**src/rtl/axi_sim_pkg.sv**
```systemverilog
`default_nettype none
// ============================================================================
// Package     : axi_sim_pkg
// Description : Shared widths and FSM state encoding for the simplified
//               word-addressed AXI4 burst master and its watchdog.
// Contents    : AXI_AW/AXI_DW/AXI_LW/AXI_IDW widths, state_t, is_bus_state()
// Revision    : 1.0 - initial release
// ============================================================================
package axi_sim_pkg;

  localparam int AXI_AW  = 32;  // word address width
  localparam int AXI_DW  = 32;  // data width
  localparam int AXI_LW  = 8;   // burst length (beats-1) width
  localparam int AXI_IDW = 4;   // transaction ID width

  typedef enum logic [2:0] {
    IDLE = 3'd0,
    AW   = 3'd1,
    AR   = 3'd2,
    WDAT = 3'd3,
    RDAT = 3'd4,
    DONE = 3'd5
  } state_t;

  // States in which the master is waiting on a bus handshake.
  function automatic logic is_bus_state(input state_t s);
    return (s == AW) || (s == AR) || (s == WDAT) || (s == RDAT);
  endfunction

endpackage
`default_nettype wire

```
**src/rtl/axi_watchdog.sv**
```systemverilog
`default_nettype none
// ============================================================================
// Module      : axi_watchdog
// Description : Counts consecutive enabled cycles without a kick. expire is
//               asserted combinationally in the TIMEOUT_CYC-th such cycle so
//               the owner can abort on that same clock edge.
// Ports       : clk, rst (async, active-low), enable, kick -> expire
// Revision    : 1.0 - initial release
// ============================================================================
module axi_watchdog #(
  parameter int TIMEOUT_CYC = 1024,
  parameter int TO_W        = 11
) (
  input  logic clk,
  input  logic rst,
  input  logic enable,
  input  logic kick,
  output logic expire
);

  localparam logic [TO_W-1:0] c_last_cnt = TO_W'(TIMEOUT_CYC - 1);
  localparam logic [TO_W-1:0] c_cnt_one  = TO_W'(1);

  logic [TO_W-1:0] r_cnt;

  assign expire = enable && !kick && (r_cnt == c_last_cnt);

  always_ff @(posedge clk or negedge rst) begin
    if (!rst) begin
      r_cnt <= '0;
    end else if (!enable || kick || expire) begin
      r_cnt <= '0;
    end else begin
      r_cnt <= r_cnt + c_cnt_one;
    end
  end

endmodule
`default_nettype wire

```
**src/rtl/axi_burst_master.sv**
```systemverilog
`default_nettype none
// ============================================================================
// Module      : axi_burst_master
// Description : Single-outstanding burst master. Takes one read or write
//               command from a local client, drives AW/W or AR/R of a slave,
//               passes data through and reports done/ID/LAST/timeout status.
// Ports       : clk, rst (async, active-low)
//               cmd_*            client command channel
//               wdata_*/wstrb_in client write data, rdata_* client read data
//               done, err_*      completion pulse and status
//               WR_ADDR*/WR_DATA*/WR_BACK_ID   slave write channels
//               RD_ADDR*/RD_DATA*/RD_BACK_ID   slave read channels
// Revision    : 1.0 - initial release
// ============================================================================
module axi_burst_master
  import axi_sim_pkg::*;
#(
  parameter int TIMEOUT_CYC = 1024,
  parameter int TO_W        = 11
) (
  input  logic               clk,
  input  logic               rst,
  input  logic               cmd_valid,
  output logic               cmd_ready,
  input  logic               cmd_write,
  input  logic [AXI_AW-1:0]  cmd_addr,
  input  logic [AXI_LW-1:0]  cmd_len,
  input  logic [AXI_IDW-1:0] cmd_id,
  input  logic [AXI_DW-1:0]  wdata_in,
  input  logic [3:0]         wstrb_in,
  input  logic               wdata_valid,
  output logic               wdata_ready,
  output logic [AXI_DW-1:0]  rdata_out,
  output logic               rdata_valid,
  output logic               rdata_last,
  input  logic               rdata_ready,
  output logic               done,
  output logic               err_timeout,
  output logic               err_last,
  output logic               err_id,
  output logic [AXI_AW-1:0]  WR_ADDR,
  output logic [AXI_LW-1:0]  WR_LEN,
  output logic [AXI_IDW-1:0] WR_ID,
  output logic               WR_ADDR_VALID,
  input  logic               WR_ADDR_READY,
  output logic [AXI_DW-1:0]  WR_DATA,
  output logic [3:0]         WR_STRB,
  output logic               WR_DATA_VALID,
  output logic               WR_DATA_LAST,
  input  logic               WR_DATA_READY,
  input  logic [AXI_IDW-1:0] WR_BACK_ID,
  output logic [AXI_AW-1:0]  RD_ADDR,
  output logic [AXI_LW-1:0]  RD_LEN,
  output logic [AXI_IDW-1:0] RD_ID,
  output logic               RD_ADDR_VALID,
  input  logic               RD_ADDR_READY,
  input  logic [AXI_DW-1:0]  RD_DATA,
  input  logic [AXI_IDW-1:0] RD_BACK_ID,
  input  logic               RD_DATA_LAST,
  input  logic               RD_DATA_VALID,
  output logic               RD_DATA_READY
);

  localparam logic [AXI_LW:0] c_beat_one = (AXI_LW+1)'(1);

  state_t               r_state, w_state_nxt;
  logic                 r_live;        // holds cmd_ready low until first edge after reset
  logic [AXI_AW-1:0]    r_addr;
  logic [AXI_LW-1:0]    r_len;
  logic [AXI_IDW-1:0]   r_id;
  logic                 r_write;
  logic [AXI_LW:0]      r_beat;        // one bit wider than len so 256 beats never wrap
  logic                 r_err_timeout, r_err_last, r_err_id;

  logic w_cmd_hs, w_aw_hs, w_ar_hs, w_w_hs, w_r_hs;
  logic w_last, w_kick, w_expire;

  assign w_cmd_hs = (r_state == IDLE) && r_live && cmd_valid;
  assign w_aw_hs  = (r_state == AW)   && WR_ADDR_READY;
  assign w_ar_hs  = (r_state == AR)   && RD_ADDR_READY;
  assign w_w_hs   = (r_state == WDAT) && wdata_valid && WR_DATA_READY;
  assign w_r_hs   = (r_state == RDAT) && RD_DATA_VALID && rdata_ready;
  assign w_last   = (r_beat == {1'b0, r_len});
  assign w_kick   = w_aw_hs || w_ar_hs || w_w_hs || w_r_hs;

  axi_watchdog #(
    .TIMEOUT_CYC (TIMEOUT_CYC),
    .TO_W        (TO_W)
  ) u_watchdog (
    .clk    (clk),
    .rst    (rst),
    .enable (is_bus_state(r_state)),
    .kick   (w_kick),
    .expire (w_expire)
  );

  // Address channels present the latched command; the slave owns the
  // address sequence inside the burst.
  assign WR_ADDR = r_addr;
  assign WR_LEN  = r_len;
  assign WR_ID   = r_id;
  assign RD_ADDR = r_addr;
  assign RD_LEN  = r_len;
  assign RD_ID   = r_id;

  always_ff @(posedge clk or negedge rst) begin
    if (!rst) begin
      r_state <= IDLE;
    end else begin
      r_state <= w_state_nxt;
    end
  end

  always_comb begin
    w_state_nxt   = r_state;
    cmd_ready     = 1'b0;
    WR_ADDR_VALID = 1'b0;
    RD_ADDR_VALID = 1'b0;
    WR_DATA       = '0;
    WR_STRB       = '0;
    WR_DATA_VALID = 1'b0;
    WR_DATA_LAST  = 1'b0;
    wdata_ready   = 1'b0;
    rdata_out     = '0;
    rdata_valid   = 1'b0;
    rdata_last    = 1'b0;
    RD_DATA_READY = 1'b0;
    done          = 1'b0;
    err_timeout   = 1'b0;
    err_last      = 1'b0;
    err_id        = 1'b0;
    case (r_state)
      IDLE: begin
        cmd_ready = r_live;
        if (w_cmd_hs) w_state_nxt = cmd_write ? AW : AR;
      end
      AW: begin
        WR_ADDR_VALID = 1'b1;
        if (w_expire)     w_state_nxt = DONE;
        else if (w_aw_hs) w_state_nxt = WDAT;
      end
      AR: begin
        RD_ADDR_VALID = 1'b1;
        if (w_expire)     w_state_nxt = DONE;
        else if (w_ar_hs) w_state_nxt = RDAT;
      end
      WDAT: begin
        WR_DATA_VALID = wdata_valid;
        WR_DATA       = wdata_in;
        WR_STRB       = wstrb_in;
        wdata_ready   = WR_DATA_READY;
        WR_DATA_LAST  = w_last;
        if (w_expire)              w_state_nxt = DONE;
        else if (w_w_hs && w_last) w_state_nxt = DONE;
      end
      RDAT: begin
        rdata_out     = RD_DATA;
        rdata_valid   = RD_DATA_VALID;
        RD_DATA_READY = rdata_ready;
        rdata_last    = w_last;
        // The burst length is ours: RD_DATA_LAST only feeds err_last.
        if (w_expire)              w_state_nxt = DONE;
        else if (w_r_hs && w_last) w_state_nxt = DONE;
      end
      DONE: begin
        done        = 1'b1;
        err_timeout = r_err_timeout;
        err_last    = r_err_last;
        // Write ID echo has no per-beat channel, so it is judged here.
        err_id      = r_err_id || (r_write && (WR_BACK_ID != r_id));
        w_state_nxt = IDLE;
      end
      default: w_state_nxt = IDLE;
    endcase
  end

  always_ff @(posedge clk or negedge rst) begin
    if (!rst) begin
      r_live        <= 1'b0;
      r_addr        <= '0;
      r_len         <= '0;
      r_id          <= '0;
      r_write       <= 1'b0;
      r_beat        <= '0;
      r_err_timeout <= 1'b0;
      r_err_last    <= 1'b0;
      r_err_id      <= 1'b0;
    end else begin
      r_live <= 1'b1;
      if (w_cmd_hs) begin
        r_addr        <= cmd_addr;
        r_len         <= cmd_len;
        r_id          <= cmd_id;
        r_write       <= cmd_write;
        r_beat        <= '0;
        r_err_timeout <= 1'b0;
        r_err_last    <= 1'b0;
        r_err_id      <= 1'b0;
      end
      if (w_expire) r_err_timeout <= 1'b1;
      if (w_w_hs) r_beat <= r_beat + c_beat_one;
      if (w_r_hs) begin
        r_beat <= r_beat + c_beat_one;
        if (RD_DATA_LAST != w_last) r_err_last <= 1'b1;
        if (RD_BACK_ID != r_id)     r_err_id   <= 1'b1;
      end
    end
  end

endmodule
`default_nettype wire

```
**config.mk**
```make
export PLATFORM = sky130hd
export DESIGN_NAME = axi_burst_master
export DESIGN_NICKNAME = d
export VERILOG_FILES = /design/src/rtl/axi_sim_pkg.sv /design/src/rtl/axi_watchdog.sv /design/src/rtl/axi_burst_master.sv
export SDC_FILE = /design/constraint.sdc
export NUM_CORES = 1
export LEC_CHECK = 0
export ABC_CLOCK_PERIOD_IN_PS = 2700
export BUFFER_PORTS_ARGS = -buffer_cell sky130_fd_sc_hd__buf_2
export CORE_MARGIN = 4
export CORE_UTILIZATION = 30
export CTS_BUF_LIST = sky130_fd_sc_hd__clkbuf_2 sky130_fd_sc_hd__clkbuf_4 sky130_fd_sc_hd__clkbuf_8
export DETAILED_ROUTE_END_ITERATION = 10
export PLACE_DENSITY = 0.68
export SLEW_MARGIN = 40
export SYNTH_ARGS = -nofsm -noshare
export SYNTH_HDL_FRONTEND = slang
export SYNTH_HIERARCHICAL = 1
export SYNTH_SLANG_ARGS = --single-unit
```
**constraint.sdc**
```tcl
create_clock -name clk -period 2.7 [get_ports clk]
set_input_delay 0.27 -clock clk [delete_from_list [all_inputs] [get_ports clk]]
set_output_delay 0.27 -clock clk [all_outputs]
set_load 0.005 [all_outputs]
```
After elaboration in Yosys (flattened, before gate mapping)
Cells that the tools add are included.
W data, S select, Z words.
- input bits: 131
- flip-flop bits (word level): 72
- logic and storage cells: 95
- output and inout bits: 169
- $add $sub $neg: 2
- reduce and logical (&&, ||, !) cells: 28
- multiplexer cells: 39
- equal/unequal tests: 15
- operators with widths (kind ; count):
    $mux W32 ; 2
    $mux W3 ; 9
    $mux W9 ; 3
    $mux W1 ; 21
    $pmux W3 S5 ; 1
    $logic_and A1 B1 Y1 ; 13
    $add A11 B1 Y11 const B ; 1
    $eq A11 B10 Y1 const B ; 1
    $mux W11 ; 1
    $add A9 B1 Y9 const B ; 1
    $eq A9 B8 Y1 ; 1
    $logic_or A1 B1 Y1 ; 9
    $ne A4 B4 Y1 ; 2
    $eq A3 B2 Y1 const B ; 2
    $eq A3 B3 Y1 const B ; 2
    $ne A3 B1 Y1 const B ; 2
    $ne A3 B2 Y1 const B ; 2
    $reduce_and A5 Y1 ; 1
    $mux W4 ; 1
    $eq A3 B1 Y1 const B ; 1
    $logic_not A3 Y1 ; 1
    $reduce_bool A3 Y1 ; 1
    $logic_not A1 Y1 ; 2
    $mux W2 ; 1
    other kinds (3) ; 3

Depth between registers and ports, before layout
- word-level depth: 10
- mapped depth: 12
- gate-level depth less buffers: 11

Modules after synthesis
Netlist, hierarchy kept.
- modules (own cells, without submodules) (module ; sequential area each (sq um) ; cells each ; instances ; area each (sq um)):
    axi_burst_master ; 1526.5 ; 354 ; 1 ; 3891.2
    axi_watchdog ; 275.3 ; 52 ; 1 ; 553.0

Least setup slack after synthesis
No wires, ideal clock.
- path kind: register to register
- from: reg r_state[2]
- to: reg r_state[0]
- data arrival time: 2.381 ns
- slack: 0.232 ns
- cell stages (with the launch flop): 11
- cells stage by stage: dfrtp_1 -> buf_6 -> and3b_4 -> a32oi_4 -> nand3_1 -> nand2b_1 -> nor4_1 -> a21oi_1 -> o22ai_1 -> a31oi_1 -> a211oi_2
- word-level cells in the longest chain between the ends: 10
- RTL lines (what ; RTL line ; RTL):
    start: declaration ; axi_burst_master.sv:66 ; state_t r_state, w_state_nxt;
    start signal: assignment ; axi_burst_master.sv:110 ; r_state <= w_state_nxt;
    $eq A3 B1 Y1 (tied with other cells) ; axi_burst_master.sv:79 ; assign w_aw_hs = (r_state == AW) && WR_ADDR_READY;
    $logic_and A1 B1 Y1, on equally long branches ; axi_burst_master.sv:79, axi_burst_master.sv:80, axi_burst_master.sv:81 ;
    $logic_or A1 B1 Y1 or $logic_and A1 B1 Y1 (tied branches) ; axi_burst_master.sv:84, axi_burst_master.sv:81 ;
    $logic_or A1 B1 Y1 ; axi_burst_master.sv:84 ; assign w_kick = w_aw_hs || w_ar_hs || w_w_hs || w_r_hs;
    $logic_or A1 B1 Y1 * ; axi_burst_master.sv:84 ;
    net w_kick ; axi_burst_master.sv:76 ; logic w_last, w_kick, w_expire;
    $logic_not A1 Y1 * ; axi_watchdog.sv:26 ; assign expire = enable && !kick && (r_cnt == c_last_cnt);
    $logic_and A1 B1 Y1 * (2 in series) ; axi_watchdog.sv:26 ;
    net w_expire ; axi_burst_master.sv:76 ;
    $ne A3 B1 Y1 (no line) (tied with other cells) ; -- ;
    $reduce_and A5 Y1 (no line) or $pmux W3 S5 (tied branches) ; -- ;
Mark *: on every way through the listed nets, which the timed path passes. The rest lies on a longest branch.
A chain may end at the register's enable or synchronous reset.

Worst setup path after layout
- from: reg r_beat[4]
- to: out rdata_last
- word-level cells in the longest chain between the ends: 2
- RTL lines (what ; RTL line ; RTL):
    start: declaration ; axi_burst_master.sv:72 ; logic [AXI_LW:0] r_beat;
    start signal: assignment ; axi_burst_master.sv:201 ; if (w_w_hs) r_beat <= r_beat + c_beat_one;
    start signal: assignment ; axi_burst_master.sv:203 ; r_beat <= r_beat + c_beat_one;
    $eq A9 B8 Y1 ; axi_burst_master.sv:83 ; assign w_last = (r_beat == {1'b0, r_len});
    $mux W1 ; axi_burst_master.sv:132 ; case (r_state)
    end: declaration ; axi_burst_master.sv:35 ; output logic rdata_last,
No other way between the ends.

==> flow_metrics.tcl <==
set metrics [dict create \
    period_share_pct 90.9 \
    p_per_area_nw_per_um2 930 \
    cts-root-buf "clkbuf_8" \
    nets 797 \
    hold_start "cmd_len[1]" \
    ys_warn_count 6 \
    track_usage_pct 15.1 \
    hold_viol 0 \
    numCtsBuffers 9 \
    ys_types 55 \
    yosys.area.top_type "dfrtp_1" \
    clkSinkCount 72 \
    post-synth-top-count-cell "and2_1" \
    rsz0062_at_grt "no" \
    synth_top_area_share_pct 40.5 \
    arrival_ns 2.18 \
    ys_ff_latch 72 \
    synth_area_um2 4440 \
    fin_crit_ns 2.45 \
    reg2reg_setup_slack_ns 0.34 \
    p_leak_nw 3.42 \
    grt_max_degree 73 \
    startpoint_type "flip-flop" \
    syn_inst 406 \
    post_cts_buffers 0 \
    drt_iter0_drc 112 \
    cts_buffer_depth 2 \
    status "finished, final reports clean" \
    peakVddDrop_mv 0.307 \
    die_h_um 130 \
    dpl.hpwl_um 10800 \
    drv_cap 0 \
    async_flop_share_pct 100 \
    end_kind "output port" \
    tightest_slew_ns 0.662 \
    rows 44 \
    routedWlPerCell_um 16.0 \
    grt_pass1_wl_um 19800 \
    reg2reg_depth 11 \
    syn_to_final_growth_pct 35.0 \
    io_buffers 299 \
    path_buf_inv 1 \
    grt_pass1_vias 3717 \
    ys_seq_area_share_pct 40.5 \
    antenna_cells 0 \
    critPathMaxStageDelay_ns 0.47 \
    skew_ns 0.00701 \
    fin_ws_ns 0.246 \
    max_freq_mhz 407 \
    clock_latency_ns 0.36 \
    synth_common_cells "75 x and2_1, 72 x dfrtp_1, 45 x buf_4" \
    synthTopCellsByArea "dfrtp_1 41%, mux2_4 15%, and2_1 11%" \
    crit_type "reg -> out" \
    cpLargestDelayFamily "simple AND/OR/NAND/NOR gates" \
    pre_cts_slack_ns 0.240 \
    setup_viol 0 \
    cts_tree "done" \
    drt_wl_total_um 13600 \
    synth_fp_nets 539 \
    overflow 0 \
    max_slew_margin_pct 55.9 \
    synth_edf_count 0 \
    slew_violations 0 \
    min_to "RD_LEN[1]$_DFFE_PN0P_" \
    route.detailed.drc 0 \
    cp_cell_sequence "xor2_1 > nor3_1 > nand3_1 > nor4_1 > buf_2" \
    tns_ns 0 \
    drive_gt1_share_pct 58.0 \
    dr.pass1.iters 4 \
    timing.rr.start "r_state[0]$_DFFE_PN0P_" \
    die_x_um 130 \
    timing.rr.end "r_state[0]$_DFFE_PN0P_" \
    cts.clk_slew.worst_paths_ns 0.09 \
    initial_utilization_pct 30.6 \
    num_io_pins 300 \
    path_max_fanout 5 \
    viasPerCell 4.48 \
    hold_path_depth 2 \
    ys.flop_type "dfrtp_1" \
    slowest_stage "nor3_1" \
    grt_antenna_before_repair 0 \
    core_area_um2 14500 \
    gp_congestion 0.865 \
    required_ns 2.43 \
    htree_levels 3 \
    die-area_um2 16800 \
    ant_nets 0 \
    syn_avg_cell_area_um2 10.9 \
    hold_class "in -> reg" \
    routed-via-count 3823 \
]
final cells by class:
| class | count | area [µm²] |
|---|---|---|
| inverter | 3 | 11.3 |
| tap | 184 | 230 |
| clock inverter | 6 | 72.6 |
| fill | 1481 | 8530 |
| timing repair buffer | 308 | 1570 |
| sequential | 72 | 1800 |
| clock buffer | 10 | 138 |
| multi-input combinational | 270 | 2170 |
worst max path at each step:
| stage | depth (start not counted) | to | start |
|---|---|---|---|
| after floorplan | 10 | r_state[0]$_DFFE_PN0P_ | r_state[2]$_DFFE_PN0P_ |
| final | 5 | rdata_last | r_beat[4]$_DFFE_PN0P_ |
| after CTS | 11 | r_state[0]$_DFFE_PN0P_ | r_state[2]$_DFFE_PN0P_ |
| after detailed placement | 11 | r_state[0]$_DFFE_PN0P_ | r_state[2]$_DFFE_PN0P_ |
| after global placement | 9 | r_state[0]$_DFFE_PN0P_ | r_state[2]$_DFFE_PN0P_ |
| after global routing | 5 | rdata_last | r_beat[3]$_DFFE_PN0P_ |
metrics by stage:
step / instances / power [mW] / area, µm² / hold slack (ns) / util (%)
floorplan: 406 / 3.89 / 4440 / -0.0256 / -
detailed placement: 836 / 4.74 / 5780 / 0.339 / 39.8
finish: 853 / 5.58 / 6000 / 0.135 / 41.3
CTS: 853 / 5.68 / 6000 / 0.106 / 41.3
global placement: 836 / 4.68 / 5770 / 0.453 / 39.7
global route: 853 / 6.02 / 6000 / 0.116 / 41.3
power breakdown:
part	internal [mW]	switching [mW]
clock	0.463	0.450
combinational	1.55	1.18
sequential	1.49	0.445
total	3.51	2.07
layout by cell type (no fill, tap or decap), types with 2 or more instances in the layout:
master,n
nand4_1,2
a31oi_1,3
clkbuf_8,10
nand2b_1,2
nor2b_1,2
mux2_4,43
nand2_1,18
mux2_2,2
nor2_1,18
dfrtp_1,71
buf_2,298
buf_4,8
mux2i_1,3
o21ai_0,14
and2_1,75
xnor2_1,6
xor2_1,15
nor3_1,4
nand3_1,13
a21oi_1,11
or3_1,3
and3_1,2
ha_1,2
nor4_1,3
inv_1,3
inv_6,3
repair_timing:
item / CTS / global route
setup endpoints to repair: 0 / 1
gates resized for setup: 0 / 1
hold endpoints to repair: 72 / 0
hold buffers: 1 / 0
cell families after synthesis:
group | synth area share [%]
AND/OR/NAND/NOR | 21.3
flip-flops | 40.5
buffers and inverters | 10.6
multiplexers | 15.7
AO/OA/AOI/OAI | 7.12
XOR/XNOR | 4.14
adder cells (fa/ha/maj) | 0.563
other | 0.0844
metal layers:
metal	share of wire, %	global-route usage, %	vias up
met5	0	0	-
met4	1.2	4.03	0
met3	8.2	3.15	14
met2	53	28.0	189
met1	37	17.8	1773
li1	-	-	1847
sequential cells by signal, summed over array words and instances (netlist names):
register          cells
RD_ADDR              32
u_watchdog/r_cnt     11
r_beat                9
RD_LEN                8
RD_ID                 4
r_state               3
r_err_id              1
r_err_last            1
r_err_timeout         1
r_live                1
r_write               1
No activity file was read; power rests on OpenSTA's default activity.
